<file path="src/rtl/axi_addr_split_pkg.sv">
// Shared definitions for the AXI3 address-decode splitter.
// Holds the response encodings, the FSM state encodings, the decode target
// and the default address windows used by axi_addr_split and axi_addr_decode.
package axi_addr_split_pkg;

  localparam int L_LEN_W   = 4;
  localparam int L_SIZE_W  = 3;
  localparam int L_BURST_W = 2;
  localparam int L_LOCK_W  = 2;
  localparam int L_CACHE_W = 4;
  localparam int L_PROT_W  = 3;

  localparam logic [1:0] RESP_OKAY   = 2'b00;
  localparam logic [1:0] RESP_DECERR = 2'b11;

  localparam logic [31:0] SRAM_BASE_DEF = 32'h0000_0000;
  localparam logic [31:0] SRAM_SIZE_DEF = 32'h0000_8000;
  localparam logic [31:0] MMIO_BASE_DEF = 32'h1FD0_0000;
  localparam logic [31:0] MMIO_SIZE_DEF = 32'h0001_0000;

  typedef enum logic [1:0] {RD_IDLE, RD_ADDR, RD_DATA, RD_ERR} rd_state_t;
  typedef enum logic [2:0] {WR_IDLE, WR_ADDR, WR_DATA, WR_RESP, WR_ERR, WR_ERRB} wr_state_t;
  typedef enum logic [1:0] {TGT_M0, TGT_M1, TGT_ERR} tgt_t;

  // M0 wins when both windows hit.
  function automatic tgt_t pick_target(input logic hit0, input logic hit1, input logic err);
    if (err) return TGT_ERR;
    if (hit0) return TGT_M0;
    return hit1 ? TGT_M1 : TGT_ERR;
  endfunction

endpackage

</file>
<file path="src/rtl/axi_addr_decode.sv">
// Combinational address-window decode.
// Ports: addr in; hit0 (SRAM window), hit1 (MMIO window), err (neither) out.
module axi_addr_decode
  import axi_addr_split_pkg::*;
#(
  parameter int                ADDR_W    = 32,
  parameter logic [ADDR_W-1:0] SRAM_BASE = SRAM_BASE_DEF,
  parameter logic [ADDR_W-1:0] SRAM_SIZE = SRAM_SIZE_DEF,
  parameter logic [ADDR_W-1:0] MMIO_BASE = MMIO_BASE_DEF,
  parameter logic [ADDR_W-1:0] MMIO_SIZE = MMIO_SIZE_DEF
) (
  input  logic [ADDR_W-1:0] addr,
  output logic              hit0,
  output logic              hit1,
  output logic              err
);

  // Window sizes are powers of two, so masking off the offset bits leaves the base.
  localparam logic [ADDR_W-1:0] SRAM_MASK = ~(SRAM_SIZE - ADDR_W'(1));
  localparam logic [ADDR_W-1:0] MMIO_MASK = ~(MMIO_SIZE - ADDR_W'(1));

  assign hit0 = (addr & SRAM_MASK) == SRAM_BASE;
  assign hit1 = (addr & MMIO_MASK) == MMIO_BASE;
  assign err  = ~hit0 & ~hit1;

endmodule

</file>
<file path="src/rtl/axi_addr_split.sv">
// Single-master, two-slave AXI3 address splitter.
// s_*  : CPU-facing slave port (AW/W/B/AR/R).
// m0_* : SRAM window port, m1_* : MMIO window port (directions mirrored).
// Addresses outside both windows complete locally with DECERR.
// One outstanding transaction per direction; read and write FSMs are independent.
// resetn is asynchronous and active-high.
module axi_addr_split
  import axi_addr_split_pkg::*;
#(
  parameter int                ID_W      = 4,
  parameter int                ADDR_W    = 32,
  parameter int                DATA_W    = 32,
  parameter logic [ADDR_W-1:0] SRAM_BASE = SRAM_BASE_DEF,
  parameter logic [ADDR_W-1:0] SRAM_SIZE = SRAM_SIZE_DEF,
  parameter logic [ADDR_W-1:0] MMIO_BASE = MMIO_BASE_DEF,
  parameter logic [ADDR_W-1:0] MMIO_SIZE = MMIO_SIZE_DEF
) (
  input  logic clk, input logic resetn,
  // CPU write address / data / response
  input  logic [ID_W-1:0] s_awid, input logic [ADDR_W-1:0] s_awaddr, input logic [3:0] s_awlen,
  input  logic [2:0] s_awsize, input logic [1:0] s_awburst, input logic [1:0] s_awlock,
  input  logic [3:0] s_awcache, input logic [2:0] s_awprot, input logic s_awvalid, output logic s_awready,
  input  logic [ID_W-1:0] s_wid, input logic [DATA_W-1:0] s_wdata, input logic [DATA_W/8-1:0] s_wstrb,
  input  logic s_wlast, input logic s_wvalid, output logic s_wready,
  output logic [ID_W-1:0] s_bid, output logic [1:0] s_bresp, output logic s_bvalid, input logic s_bready,
  // CPU read address / data
  input  logic [ID_W-1:0] s_arid, input logic [ADDR_W-1:0] s_araddr, input logic [3:0] s_arlen,
  input  logic [2:0] s_arsize, input logic [1:0] s_arburst, input logic [1:0] s_arlock,
  input  logic [3:0] s_arcache, input logic [2:0] s_arprot, input logic s_arvalid, output logic s_arready,
  output logic [ID_W-1:0] s_rid, output logic [DATA_W-1:0] s_rdata, output logic [1:0] s_rresp,
  output logic s_rlast, output logic s_rvalid, input logic s_rready,
  // M0 (SRAM)
  output logic [ID_W-1:0] m0_awid, output logic [ADDR_W-1:0] m0_awaddr, output logic [3:0] m0_awlen,
  output logic [2:0] m0_awsize, output logic [1:0] m0_awburst, output logic [1:0] m0_awlock,
  output logic [3:0] m0_awcache, output logic [2:0] m0_awprot, output logic m0_awvalid, input logic m0_awready,
  output logic [ID_W-1:0] m0_wid, output logic [DATA_W-1:0] m0_wdata, output logic [DATA_W/8-1:0] m0_wstrb,
  output logic m0_wlast, output logic m0_wvalid, input logic m0_wready,
  input  logic [ID_W-1:0] m0_bid, input logic [1:0] m0_bresp, input logic m0_bvalid, output logic m0_bready,
  output logic [ID_W-1:0] m0_arid, output logic [ADDR_W-1:0] m0_araddr, output logic [3:0] m0_arlen,
  output logic [2:0] m0_arsize, output logic [1:0] m0_arburst, output logic [1:0] m0_arlock,
  output logic [3:0] m0_arcache, output logic [2:0] m0_arprot, output logic m0_arvalid, input logic m0_arready,
  input  logic [ID_W-1:0] m0_rid, input logic [DATA_W-1:0] m0_rdata, input logic [1:0] m0_rresp,
  input  logic m0_rlast, input logic m0_rvalid, output logic m0_rready,
  // M1 (MMIO)
  output logic [ID_W-1:0] m1_awid, output logic [ADDR_W-1:0] m1_awaddr, output logic [3:0] m1_awlen,
  output logic [2:0] m1_awsize, output logic [1:0] m1_awburst, output logic [1:0] m1_awlock,
  output logic [3:0] m1_awcache, output logic [2:0] m1_awprot, output logic m1_awvalid, input logic m1_awready,
  output logic [ID_W-1:0] m1_wid, output logic [DATA_W-1:0] m1_wdata, output logic [DATA_W/8-1:0] m1_wstrb,
  output logic m1_wlast, output logic m1_wvalid, input logic m1_wready,
  input  logic [ID_W-1:0] m1_bid, input logic [1:0] m1_bresp, input logic m1_bvalid, output logic m1_bready,
  output logic [ID_W-1:0] m1_arid, output logic [ADDR_W-1:0] m1_araddr, output logic [3:0] m1_arlen,
  output logic [2:0] m1_arsize, output logic [1:0] m1_arburst, output logic [1:0] m1_arlock,
  output logic [3:0] m1_arcache, output logic [2:0] m1_arprot, output logic m1_arvalid, input logic m1_arready,
  input  logic [ID_W-1:0] m1_rid, input logic [DATA_W-1:0] m1_rdata, input logic [1:0] m1_rresp,
  input  logic m1_rlast, input logic m1_rvalid, output logic m1_rready
);

  // Packed address payload: {id, addr, len, size, burst, lock, cache, prot}.
  localparam int AX_W = ID_W + ADDR_W + L_LEN_W + L_SIZE_W + L_BURST_W + L_LOCK_W + L_CACHE_W + L_PROT_W;

  rd_state_t         rd_state_q, rd_state_d;
  wr_state_t         wr_state_q, wr_state_d;
  tgt_t              ar_tgt_q, ar_tgt_d, aw_tgt_q, aw_tgt_d, ar_tgt_new, aw_tgt_new;
  logic [AX_W-1:0]   ar_pl_q, ar_pl_d, aw_pl_q, aw_pl_d;
  logic [3:0]        rcnt_q, rcnt_d;
  logic              ar_hit0, ar_hit1, ar_err, aw_hit0, aw_hit1, aw_err;

  axi_addr_decode #(.ADDR_W(ADDR_W), .SRAM_BASE(SRAM_BASE), .SRAM_SIZE(SRAM_SIZE),
                    .MMIO_BASE(MMIO_BASE), .MMIO_SIZE(MMIO_SIZE))
    u_ar_dec (.addr(s_araddr), .hit0(ar_hit0), .hit1(ar_hit1), .err(ar_err));
  axi_addr_decode #(.ADDR_W(ADDR_W), .SRAM_BASE(SRAM_BASE), .SRAM_SIZE(SRAM_SIZE),
                    .MMIO_BASE(MMIO_BASE), .MMIO_SIZE(MMIO_SIZE))
    u_aw_dec (.addr(s_awaddr), .hit0(aw_hit0), .hit1(aw_hit1), .err(aw_err));

  assign ar_tgt_new = pick_target(ar_hit0, ar_hit1, ar_err);
  assign aw_tgt_new = pick_target(aw_hit0, aw_hit1, aw_err);

  // Registered payload goes to both ports; only the selected port sees valid.
  assign {m0_arid, m0_araddr, m0_arlen, m0_arsize, m0_arburst, m0_arlock, m0_arcache, m0_arprot} = ar_pl_q;
  assign {m1_arid, m1_araddr, m1_arlen, m1_arsize, m1_arburst, m1_arlock, m1_arcache, m1_arprot} = ar_pl_q;
  assign {m0_awid, m0_awaddr, m0_awlen, m0_awsize, m0_awburst, m0_awlock, m0_awcache, m0_awprot} = aw_pl_q;
  assign {m1_awid, m1_awaddr, m1_awlen, m1_awsize, m1_awburst, m1_awlock, m1_awcache, m1_awprot} = aw_pl_q;
  assign {m0_wid, m0_wdata, m0_wstrb, m0_wlast} = {s_wid, s_wdata, s_wstrb, s_wlast};
  assign {m1_wid, m1_wdata, m1_wstrb, m1_wlast} = {s_wid, s_wdata, s_wstrb, s_wlast};

  always_ff @(posedge clk or posedge resetn) begin
    if (resetn) begin
      rd_state_q <= RD_IDLE;
      wr_state_q <= WR_IDLE;
      ar_tgt_q   <= TGT_M0;
      aw_tgt_q   <= TGT_M0;
      ar_pl_q    <= '0;
      aw_pl_q    <= '0;
      rcnt_q     <= '0;
    end else begin
      rd_state_q <= rd_state_d;
      wr_state_q <= wr_state_d;
      ar_tgt_q   <= ar_tgt_d;
      aw_tgt_q   <= aw_tgt_d;
      ar_pl_q    <= ar_pl_d;
      aw_pl_q    <= aw_pl_d;
      rcnt_q     <= rcnt_d;
    end
  end

  // Read path
  always_comb begin
    rd_state_d = rd_state_q;
    ar_tgt_d   = ar_tgt_q;
    ar_pl_d    = ar_pl_q;
    rcnt_d     = rcnt_q;
    s_arready  = 1'b0;
    m0_arvalid = 1'b0;
    m1_arvalid = 1'b0;
    m0_rready  = 1'b0;
    m1_rready  = 1'b0;
    s_rvalid   = 1'b0;
    s_rid      = '0;
    s_rdata    = '0;
    s_rresp    = RESP_OKAY;
    s_rlast    = 1'b0;
    case (rd_state_q)
      RD_IDLE: begin
        s_arready = 1'b1;
        if (s_arvalid) begin
          ar_pl_d    = {s_arid, s_araddr, s_arlen, s_arsize, s_arburst, s_arlock, s_arcache, s_arprot};
          ar_tgt_d   = ar_tgt_new;
          rcnt_d     = s_arlen;
          rd_state_d = (ar_tgt_new == TGT_ERR) ? RD_ERR : RD_ADDR;
        end
      end
      RD_ADDR: begin
        if (ar_tgt_q == TGT_M0) begin
          m0_arvalid = 1'b1;
          if (m0_arready) rd_state_d = RD_DATA;
        end else begin
          m1_arvalid = 1'b1;
          if (m1_arready) rd_state_d = RD_DATA;
        end
      end
      RD_DATA: begin
        if (ar_tgt_q == TGT_M0) begin
          {s_rid, s_rdata, s_rresp, s_rlast, s_rvalid} = {m0_rid, m0_rdata, m0_rresp, m0_rlast, m0_rvalid};
          m0_rready = s_rready;
          if (m0_rvalid && s_rready && m0_rlast) rd_state_d = RD_IDLE;
        end else begin
          {s_rid, s_rdata, s_rresp, s_rlast, s_rvalid} = {m1_rid, m1_rdata, m1_rresp, m1_rlast, m1_rvalid};
          m1_rready = s_rready;
          if (m1_rvalid && s_rready && m1_rlast) rd_state_d = RD_IDLE;
        end
      end
      RD_ERR: begin
        // Counter holds the beats remaining after the current one; stops at zero.
        s_rvalid = 1'b1;
        s_rid    = ar_pl_q[AX_W-1 -: ID_W];
        s_rresp  = RESP_DECERR;
        s_rlast  = (rcnt_q == 4'd0);
        if (s_rready) begin
          if (rcnt_q == 4'd0) rd_state_d = RD_IDLE;
          else                rcnt_d     = rcnt_q - 4'd1;
        end
      end
      default: rd_state_d = RD_IDLE;
    endcase
  end

  // Write path
  always_comb begin
    wr_state_d = wr_state_q;
    aw_tgt_d   = aw_tgt_q;
    aw_pl_d    = aw_pl_q;
    s_awready  = 1'b0;
    s_wready   = 1'b0;
    m0_awvalid = 1'b0;
    m1_awvalid = 1'b0;
    m0_wvalid  = 1'b0;
    m1_wvalid  = 1'b0;
    m0_bready  = 1'b0;
    m1_bready  = 1'b0;
    s_bvalid   = 1'b0;
    s_bid      = '0;
    s_bresp    = RESP_OKAY;
    case (wr_state_q)
      WR_IDLE: begin
        s_awready = 1'b1;
        if (s_awvalid) begin
          aw_pl_d    = {s_awid, s_awaddr, s_awlen, s_awsize, s_awburst, s_awlock, s_awcache, s_awprot};
          aw_tgt_d   = aw_tgt_new;
          wr_state_d = (aw_tgt_new == TGT_ERR) ? WR_ERR : WR_ADDR;
        end
      end
      WR_ADDR: begin
        // W stays stalled (s_wready=0) until the downstream AW handshake.
        if (aw_tgt_q == TGT_M0) begin
          m0_awvalid = 1'b1;
          if (m0_awready) wr_state_d = WR_DATA;
        end else begin
          m1_awvalid = 1'b1;
          if (m1_awready) wr_state_d = WR_DATA;
        end
      end
      WR_DATA: begin
        if (aw_tgt_q == TGT_M0) begin
          m0_wvalid = s_wvalid;
          s_wready  = m0_wready;
        end else begin
          m1_wvalid = s_wvalid;
          s_wready  = m1_wready;
        end
        if (s_wvalid && s_wready && s_wlast) wr_state_d = WR_RESP;
      end
      WR_RESP: begin
        if (aw_tgt_q == TGT_M0) begin
          {s_bid, s_bresp, s_bvalid} = {m0_bid, m0_bresp, m0_bvalid};
          m0_bready = s_bready;
        end else begin
          {s_bid, s_bresp, s_bvalid} = {m1_bid, m1_bresp, m1_bvalid};
          m1_bready = s_bready;
        end
        if (s_bvalid && s_bready) wr_state_d = WR_IDLE;
      end
      WR_ERR: begin
        s_wready = 1'b1;
        if (s_wvalid && s_wlast) wr_state_d = WR_ERRB;
      end
      WR_ERRB: begin
        s_bvalid = 1'b1;
        s_bid    = aw_pl_q[AX_W-1 -: ID_W];
        s_bresp  = RESP_DECERR;
        if (s_bready) wr_state_d = WR_IDLE;
      end
      default: wr_state_d = WR_IDLE;
    endcase
  end

endmodule
</file>
<file path="config.mk">
export PLATFORM = sky130hd
export DESIGN_NAME = axi_addr_split
export DESIGN_NICKNAME = d
export VERILOG_FILES = /design/src/rtl/axi_addr_split_pkg.sv /design/src/rtl/axi_addr_decode.sv /design/src/rtl/axi_addr_split.sv
export SDC_FILE = /design/constraint.sdc
export NUM_CORES = 1
export LEC_CHECK = 0
export ABC_AREA = 1
export CORE_AREA = 2 2 239 241
export DETAILED_ROUTE_END_ITERATION = 7
export DIE_AREA = 0 0 241 243
export SKIP_LAST_GASP = 1
export SYNTH_ARGS = -nofsm -noshare
export SYNTH_HDL_FRONTEND = slang
export SYNTH_SLANG_ARGS = --single-unit
export TNS_END_PERCENT = 1
</file>
<file path="constraint.sdc">
create_clock -name clk -period 5.52 [get_ports clk]
set_clock_uncertainty 0.05 [all_clocks]
set_input_delay 1.104 -clock clk [delete_from_list [all_inputs] [get_ports clk]]
set_output_delay 1.104 -clock clk [all_outputs]
set_load 0.02 [all_outputs]
</file>
==> results.txt, run 1 <==
Post-CTS Hold Fix Bufs: 0
first-pass GRT wire length: 41.4 mm
post-CTS setup buffers: 0
startpoint class of the critical path: flip-flop
Pleak: 5.18 nW
TritonCTS sink count: 121
htree depth: 4
Clock Path Buffers: 2
Final Util: 22.2%
sequential element share of the synthesized area: 40.3%
RePlAce Congestion: 0.846
Syn Area/Cell: 9.05 sq um
core area: 56,000 sq um
outcome: finished clean
TritonCTS Buffers: 17
synthesized area: 7520 sq um
crit-path cells: nor3_2 -> o21ai_0 -> o21ai_0 -> clkdlybuf4s50_1
overall routing resource usage: 9.71%
DRT Pass-1 Iters: 4
final count of pins violating max slew: 0
Worst-path clk slew: 0.06 ns
share of layout cells above drive strength 1: 11.5%
PwrDens: 636 nW/um^2
PortBufs: 493
Synth Warn #: 0
Iter 0 DRT Violations: 201
crit-path max FO: 9
Slowest-stage cell, CP: clkdlybuf4s50_1
peak supply drop: 293 uV
root buf cell: clkbuf_16
# rows: 87
final cycle utilization of the critical path: 73.6%
most frequent cells in the layout: clkdlybuf4s50_1 (493), dfrtp_1 (121), nor2_1 (113), nand2_1 (80), o21ai_0 (75)
PostCTS Resize Cnt: 0
WL/cell: 15.3 microns
hold crit path type: flip-flop to flip-flop
most common cell after layout, fill and taps aside: clkdlybuf4s50_1
Top cell by count, worst path: o21ai_0
Crit. End Element: primary output
Antenna Cells: 0
Setup-failing EPs final: 0
vias in the first global route: 7,029
via count: 6,733
CP Data Required Time: 4.37 ns
CP Data Arrival Time: 2.91 ns
Main synth FF type: dfrtp_1
Final Net Count: 1,388
Yosys reg bits: 121
syn nets: 1,089
die height: 243 microns
Least-Margin Pin Slew: 0.967 ns
Peak Freq: 246 MHz
Synth Instances: 831
Post-DP HPWL: 22.9 mm
initial antenna violation count: 2
final-layout fill cell count: 6,127
Buf/Inv on CP: 1
DRC viols: 0
number of flops mapped to enable cells by yosys: 0
post-layout min period: 4.06 ns
slowest stage delay, CP: 0.70 ns
FFs w/ async S/R, synth: 100%
routed vias/inst: 3.55
Yosys cell types: 31
Slew headroom: 35.6%
ANT nets after route: 0
global route overflow: 0
CP top delay family: buffers and inverters
P&R area growth vs syn: 65.2%
Skew-Pair Late Insertion Delay: 0.46 ns
largest net degree at the start of global routing: 77
Die Width: 241 microns
final hold violation count: 0
die footprint: 58,600 sq um
crit path kind: flip-flop to primary output
I/O Pins: 614
RSZ-0062 raised after global routing: false
final setup TNS: 0 ns
CTS tree: yes
Max Cap Viol: 0
WL final: 29.0 mm
Initial Util: 13.4%
==> synth_stat cells, types with 2 or more instances <==
cell type	count	area, sq um
buf_4	194	1460
dfrtp_1	121	3030
nor2_1	114	428
nand2_1	80	300
o21ai_0	75	375
inv_1	59	221
mux2_4	41	616
mux2_2	37	417
nand3_1	19	95.1
a21oi_1	16	80.1
buf_2	10	50.1
clkbuf_1	10	37.5
o22ai_1	10	62.6
nor3_1	8	40.0
buf_6	6	67.6
nand4_1	6	37.5
o21ai_1	4	20.0
nand2_4	3	33.8
nand3b_1	3	22.5
ha_1	2	25.0
inv_2	2	7.51
o211ai_1	2	15.0
==> final cells by class <==
class	count	area (sq um)	share of cell area [%]
well taps	756	946	7.61
repair buffers	500	4990	40.1
inverters	62	243	1.95
clock buffers	17	425	3.42
multi-input cells	428	2650	21.3
flip-flops and latches	121	3030	24.4
clock inverters	15	146	1.18
==> through the flow <==
step	setup WS [ns]	hold slack, ns	total power [W]	cell area [sq um]	cells
2_1_floorplan	1.15	0.425	0.00484	7520	831
3_3_place_gp	1.54	0.439	0.00678	11900	1867
3_5_place_dp	1.56	0.454	0.00681	11900	1867
4_1_cts	1.38	0.470	0.00802	12400	1899
5_1_grt	1.35	0.491	0.00837	12400	1899
6_report	1.46	0.467	0.00790	12400	1899
==> power by group <==
| group | total [W] | leakage, nW | switching [W] | internal [W] |
|---|---|---|---|---|
| clock | 0.00112 | 0.278 | 0.000525 | 0.000600 |
| sequential | 0.00176 | 1.44 | 0.000429 | 0.00133 |
| combinational | 0.00502 | 3.46 | 0.00259 | 0.00243 |
| total | 0.00790 | 5.18 | 0.00355 | 0.00435 |
==> path summary, 6_finish.rpt <==
check	cells after the start	startpoint	slack, ns	to
min	2	ar_pl_q[34]	0.47	ar_pl_q[34]
max in group asynchronous	3	resetn	3.40	ar_pl_q[25]
max	4	wr_state_q[2]	1.46	s_bresp[1]
max reg2reg	6	wr_state_q[2]	3.30	aw_pl_q[48]
min reg2reg	2	ar_pl_q[34]	0.47	ar_pl_q[34]
min in group asynchronous	2	resetn	1.02	aw_pl_q[31]
==> cell families (layout without fill, tap and decap cells) <==
family	count (synthesis)	after routing	share of synthesized area, %
AOI/OAI and AO/OA	109	109	7.69
adders and majority gates	2	2	0.333
buffers and inverters	282	594	24.6
muxes	78	78	13.7
DFF	121	121	40.3
and+or+nand+nor	237	237	13.2
xor gates and xnor gates	2	2	0.233
==> sequential cells by signal (all words and copies together) (netlist names) <==
name,cells
rcnt_q,4
ar_pl_q,54
aw_tgt_q,2
wr_state_q,3
ar_tgt_q,2
rd_state_q,2
aw_pl_q,54
==> metal layers <==
metal | vias up | routed length (microns) | track usage, % | share of wire, %
met5 | - | 0 | 0 | 0
met4 | 0 | 1060 | 5.03 | 3.7
met3 | 45 | 2930 | 4.20 | 10
met2 | 482 | 14400 | 17.1 | 50
met1 | 3110 | 10600 | 9.58 | 36
li1 | 3096 | - | - | -
==> worst reg2reg max path, stage by stage (launching register included) <==
cell and delay, ns:
dfrtp_1 0.46, inv_1 0.08, nand2_1 0.11, inv_2 0.07
nand2_4 0.38, buf_4 0.57, mux2_2 0.41
Note: power is estimated with default switching activity, not from simulation.
==> inputs of run 2 (changes only) <==
--- a/config.mk
+++ b/config.mk
@@ -6,9 +6,9 @@
 export NUM_CORES = 1
 export LEC_CHECK = 0
 export ABC_AREA = 1
-export CORE_AREA = 2 2 239 241
+export CORE_AREA = 2 2 236 238
 export DETAILED_ROUTE_END_ITERATION = 7
-export DIE_AREA = 0 0 241 243
+export DIE_AREA = 0 0 238 240
 export SKIP_LAST_GASP = 1
 export SYNTH_ARGS = -nofsm -noshare
 export SYNTH_HDL_FRONTEND = slang
==> constraint.sdc (replaced) <==
create_clock -name clk -period 3.5 [get_ports clk]
set_clock_uncertainty 0.05 [all_clocks]
set_input_delay 0.7 -clock clk [delete_from_list [all_inputs] [get_ports clk]]
set_output_delay 0.7 -clock clk [all_outputs]
set_load 0.02 [all_outputs]
==> run 2 against run 1 <==
Compared with the run above:
- die area is 2.5% lower
- sequential power is 60% higher
- count of clock-buffer cells in the layout is 1 higher
- via count is 0.79% higher
- first-iteration DRC count is 23% higher
- routed wire length is 14% higher
- register-to-register slack worse by 1.9 ns
- utilization is 0.72 points higher
- non-clock buffer count is 2 higher
- highest routed layer is now met5
- power is 64% higher
- clock power is 73% higher
- critical endpoint is now s_rdata[24]
==> results.txt, run 2 (same netlist as run 1, synthesis figures left out) <==
switching power: 0.00574 W
clock share of power: 15.0%
outcome: finished clean
Least-Margin Pin Slew: 0.881 ns
DRC viols: 0
final count of pins violating max slew: 0
final hold violation count: 0
WL/cell: 17.9 microns
htree depth: 4
Skew-Pair Late Insertion Delay: 0.46 ns
P&R area growth vs syn: 66.7%
CP Data Required Time: 2.75 ns
vias in the first global route: 6,701
Max Cap Viol: 0
Crit. End Element: primary output
peak supply drop: 432 uV
I/O Pins: 614
Final Util: 22.9%
TritonCTS Buffers: 17
TritonCTS sink count: 121
sequential standard cell area: 3030 sq um
Slew headroom: 41.3%
final-layout fill cell count: 5,914
Setup-failing EPs final: 0
die height: 240 microns
Critical Path Start: rd_state_q[1]
Top Registers: ar_pl_q (54), aw_pl_q (54), rcnt_q (4)
startpoint class of the critical path: flip-flop
Iter 0 DRT Violations: 248
combinational share of power: 63.2%
final setup TNS: 0 ns
overall routing resource usage: 11.3%
CTS tree: yes
via count: 6,786
routed vias/inst: 3.67
r2r worst-path depth: 4
share of layout cells above drive strength 1: 12.1%
Peak Freq: 304 MHz
sw frac: 44.4%
largest net degree at the start of global routing: 68
r2r setup slk: 1.37 ns
global route overflow: 0
Initial Util: 13.8%
crit path capture: s_rdata[24]
Internal: 0.00719 W
Worst-path clk slew: 0.06 ns
Die Width: 238 microns
most common cell after layout, fill and taps aside: clkdlybuf4s50_1
crit-path max FO: 38
RePlAce Congestion: 0.819
root buf cell: clkbuf_16
Clock Path Buffers: 2
initial antenna violation count: 10
area occupied by multi-input gates: 2650 sq um
ANT nets after route: 0
most frequent cells in the layout: clkdlybuf4s50_1 (487), dfrtp_1 (121), nor2_1 (113), nand2_1 (80), o21ai_0 (75)
Final Net Count: 1,390
crit path kind: flip-flop to primary output
core area: 54,700 sq um
WL final: 33.1 mm
RSZ-0062 raised after global routing: false
Post-DP HPWL: 26.8 mm
first-pass GRT wire length: 45.2 mm
hold crit path type: flip-flop to flip-flop
CP Data Arrival Time: 2.54 ns
post-layout min period: 3.29 ns
Reg-to-Reg End: ar_pl_q[51]
PwrDens: 1030 nW/um^2
# rows: 86
sequential share of power: 21.8%
PortBufs: 493
die footprint: 57,100 sq um
final cycle utilization of the critical path: 94.1%
Pleak: 5.26 nW
DRT Pass-1 Iters: 4
R2R Path Start: rd_state_q[0]
-- run 2: cell types whose count changed in the layout (fill, tap and decap cells not counted), moves of 3 or more --
cell	delta
clkdlybuf4s50_1	-6
buf_12	+9
bufinv_16	+3
inv_8	-6
-- run 2: critical path, cell delays in order, from the launching register on --
cell             delay [ns]
dfrtp_1                0.52
inv_2                  0.11
nor2_2                 0.10
buf_6                  0.25
o21ai_1                0.15
nor2_1                 0.26
clkdlybuf4s50_1        0.67
-- run 2: layout make-up --
cell class / instances / area share [%]
clock inverters: 14 / 1.49
repair buffers: 502 / 40.7
inverters: 62 / 1.93
flip-flops and latches: 121 / 24.2
well taps: 704 / 7.03
multi-input cells: 428 / 21.1
clock buffers: 18 / 3.50
diodes: 2 / 0.0399
-- run 2: how the worst min path moves through the flow --
stage                 from  cells past startpoint           to  slack (ns)
6_report       ar_pl_q[48]                      2  ar_pl_q[48]        0.46
5_1_grt        aw_pl_q[46]                      2  aw_pl_q[46]        0.49
4_1_cts        ar_pl_q[48]                      2  ar_pl_q[48]        0.47
3_5_place_dp   ar_pl_q[48]                      2  ar_pl_q[48]        0.45
3_3_place_gp   aw_tgt_q[1]                      2  aw_tgt_q[1]        0.44
2_1_floorplan  ar_tgt_q[1]                      2  ar_tgt_q[1]        0.42
-- run 2: per-stage QoR --
step / power, W / hold WS [ns] / instances / setup slack (ns) / area (sq um)
final: 0.0129 / 0.463 / 1851 / 0.207 / 12500
after global routing: 0.0136 / 0.495 / 1849 / 0.0259 / 12500
after CTS: 0.0131 / 0.469 / 1849 / 0.0802 / 12500
after global placement: 0.0110 / 0.439 / 1817 / 0.418 / 11900
after floorplan: 0.00763 / 0.425 / 831 / 1.27 / 7520
after detailed placement: 0.0111 / 0.453 / 1817 / 0.435 / 11900
-- run 2: power groups by stage --
stage	sequential [W]	clock, W	combinational, W
finish	0.00282	0.00194	0.00818
global route	0.00292	0.00207	0.00863
CTS	0.00284	0.00203	0.00827
detailed placement	0.00284	0	0.00823
global placement	0.00281	0	0.00821
floorplan	0.00336	0	0.00428
-- run 2: what timing repair did --
| action | in CTS | in global routing |
|---|---|---|
| resized for setup | 0 | 1 |
| hold buffers | 0 | 0 |
| buffers inserted | 0 | 0 |
| endpoints found under the setup margin | 0 | 2 |
-- run 2: per-layer routing --
metal | vias up | global-route usage, % | part of all wire [%]
met2 | 459 | 19.0 | 47
met3 | 56 | 5.17 | 12
li1 | 3108 | - | -
met4 | 6 | 5.30 | 3.8
met5 | - | 0 | 0.11
met1 | 3157 | 12.2 | 37
==> inputs of run 3 (changes only) <==
--- a/config.mk
+++ b/config.mk
@@ -6,9 +6,10 @@
 export NUM_CORES = 1
 export LEC_CHECK = 0
 export ABC_AREA = 1
-export CORE_AREA = 2 2 236 238
+export CORE_AREA = 2 2 239 241
+export CTS_BUF_LIST = sky130_fd_sc_hd__clkbuf_8
 export DETAILED_ROUTE_END_ITERATION = 7
-export DIE_AREA = 0 0 238 240
+export DIE_AREA = 0 0 241 243
 export SKIP_LAST_GASP = 1
 export SYNTH_ARGS = -nofsm -noshare
 export SYNTH_HDL_FRONTEND = slang
==> run 3 against run 2 <==
Compared with the run above:
- die area rose by 2.5%
- cell area down 1.2%
- worst hold slack lost 0.058 ns
- largest cell class unchanged
==> results.txt, run 3 (same netlist as run 1, synthesis figures left out) <==
Iter 0 DRT Violations: 185
switching power: 0.00557 W
Crit. End Element: primary output
sw frac: 45.6%
largest net degree at the start of global routing: 71
sequential standard cell area: 3030 sq um
initial antenna violation count: 1
hold crit path type: input pin to async pin
startpoint class of the critical path: flip-flop
PortBufs: 493
WL final: 29.2 mm
core area: 56,000 sq um
CP Data Required Time: 2.75 ns
Post-CTS Hold Fix Bufs: 0
PwrDens: 985 nW/um^2
WL/cell: 15.3 microns
CTS tree: yes
global route overflow: 0
first-pass GRT wire length: 41.3 mm
overall routing resource usage: 9.68%
peak supply drop: 509 uV
TritonCTS Buffers: 17
DRT Pass-1 Iters: 4
Initial Util: 13.4%
die height: 243 microns
Pleak: 5.16 nW
Final Net Count: 1,394
Clock Path Buffers: 2
Peak Freq: 296 MHz
Slew headroom: 64.9%
Least-Margin Pin Slew: 0.526 ns
sequential share of power: 22.9%
Top Registers: ar_pl_q (54), aw_pl_q (54), rcnt_q (4)
power consumption: 0.0122 W
DRC viols: 0
CP Data Arrival Time: 2.63 ns
root buf cell: clkbuf_8
Post-DP HPWL: 23.1 mm
htree depth: 4
Skew-Pair Late Insertion Delay: 0.52 ns
via count: 6,725
RePlAce Congestion: 0.847
vias in the first global route: 6,949
most common cell after layout, fill and taps aside: clkdlybuf4s50_1
area occupied by multi-input gates: 2670 sq um
post-CTS setup buffers: 0
final count of pins violating max slew: 0
outcome: finished clean
Cell Area, Placed: 11,900 sq um
combinational share of power: 65.6%
RSZ-0062 raised after global routing: true
Worst-path clk slew: 0.09 ns
crit-path max FO: 8
# rows: 87
Max Cap Viol: 0
clock share of power: 11.6%
final-layout fill cell count: 6,133
crit path kind: flip-flop to primary output
final cycle utilization of the critical path: 96.5%
TritonCTS sink count: 121
ANT nets after route: 0
Finished Cell Area: 12,400 sq um
final hold violation count: 0
P&R area growth vs syn: 64.7%
post-layout min period: 3.38 ns
Internal: 0.00663 W
final setup TNS: 0 ns
share of layout cells above drive strength 1: 12.1%
routed vias/inst: 3.53
die footprint: 58,600 sq um
most frequent cells in the layout: clkdlybuf4s50_1 (493), dfrtp_1 (120), nor2_1 (113), nand2_1 (79), o21ai_0 (75)
I/O Pins: 614
Setup-failing EPs final: 0
Die Width: 241 microns
run 3: changes by cell type in the layout (fill, tap and decap cells not counted), moves of 4 or more:
cell	change
clkbuf_16	-17
clkbuf_8	+16
clkdlybuf4s50_1	+6
buf_12	-5
buf_4	+4
inv_8	+4
run 3: final timing paths:
kind	from	end	slack (ns)	depth (start not counted)
worst max-delay path	wr_state_q[1]	s_bid[1]	0.12	4
worst min-delay path	resetn	aw_pl_q[11]	0.41	2
worst max register to register	wr_state_q[2]	aw_pl_q[4]	1.65	6
worst min register to register	ar_pl_q[47]	ar_pl_q[47]	0.48	2
max in group asynchronous	resetn	rd_state_q[1]	2.26	3
min in group clk	ar_pl_q[47]	ar_pl_q[47]	0.48	2
run 3: timing repair:
action / 4_1_cts / 5_1_grt
pin swaps: 0 / 0
setup endpoints to repair: 38 / 38
resized for setup: 2 / 3
run 3: metal layers:
metal | wire length [microns] | track usage [%] | up-vias
met5 | 0 | 0 | -
met4 | 1290 | 6.10 | 0
met3 | 2900 | 3.88 | 46
met2 | 14300 | 16.8 | 446
met1 | 10600 | 9.53 | 3132
li1 | - | - | 3101
run 3: final cells by class:
type	count	share of cell area, %
Tap cell	756	7.63
Clock inverter	15	1.48
Multi-Input combinational cell	428	21.6
Timing Repair Buffer	506	41.0
Inverter	62	1.95
Sequential cell	121	24.4
Clock buffer	17	1.89
Antenna cell	1	0.0202
run 3: critical path, stage by stage, from the launching register on:
cell and delay, ns:
dfrtp_1 0.43, inv_1 0.13, nand3_1 0.38, o22ai_1 0.47, clkdlybuf4s50_1 0.68
run 3: stage by stage:
stage	worst slack [ns]	cells	hold slack (ns)	utilization (%)
after floorplan	1.27	831	0.425	-
after global placement	0.465	1873	0.441	21.4
after global routing	-0.0309	1906	0.367	22.1
final	0.122	1906	0.406	22.1
after detailed placement	0.488	1873	0.459	21.4
after CTS	-0.103	1905	0.304	22.1
run 3: power groups by stage:
stage | combinational (W) | clock (W) | sequential [W]
global placement | 0.00797 | 0 | 0.00278
global route | 0.00848 | 0.00155 | 0.00289
finish | 0.00800 | 0.00141 | 0.00279
CTS | 0.00806 | 0.00151 | 0.00281
detailed placement | 0.00803 | 0 | 0.00280
floorplan | 0.00428 | 0 | 0.00336
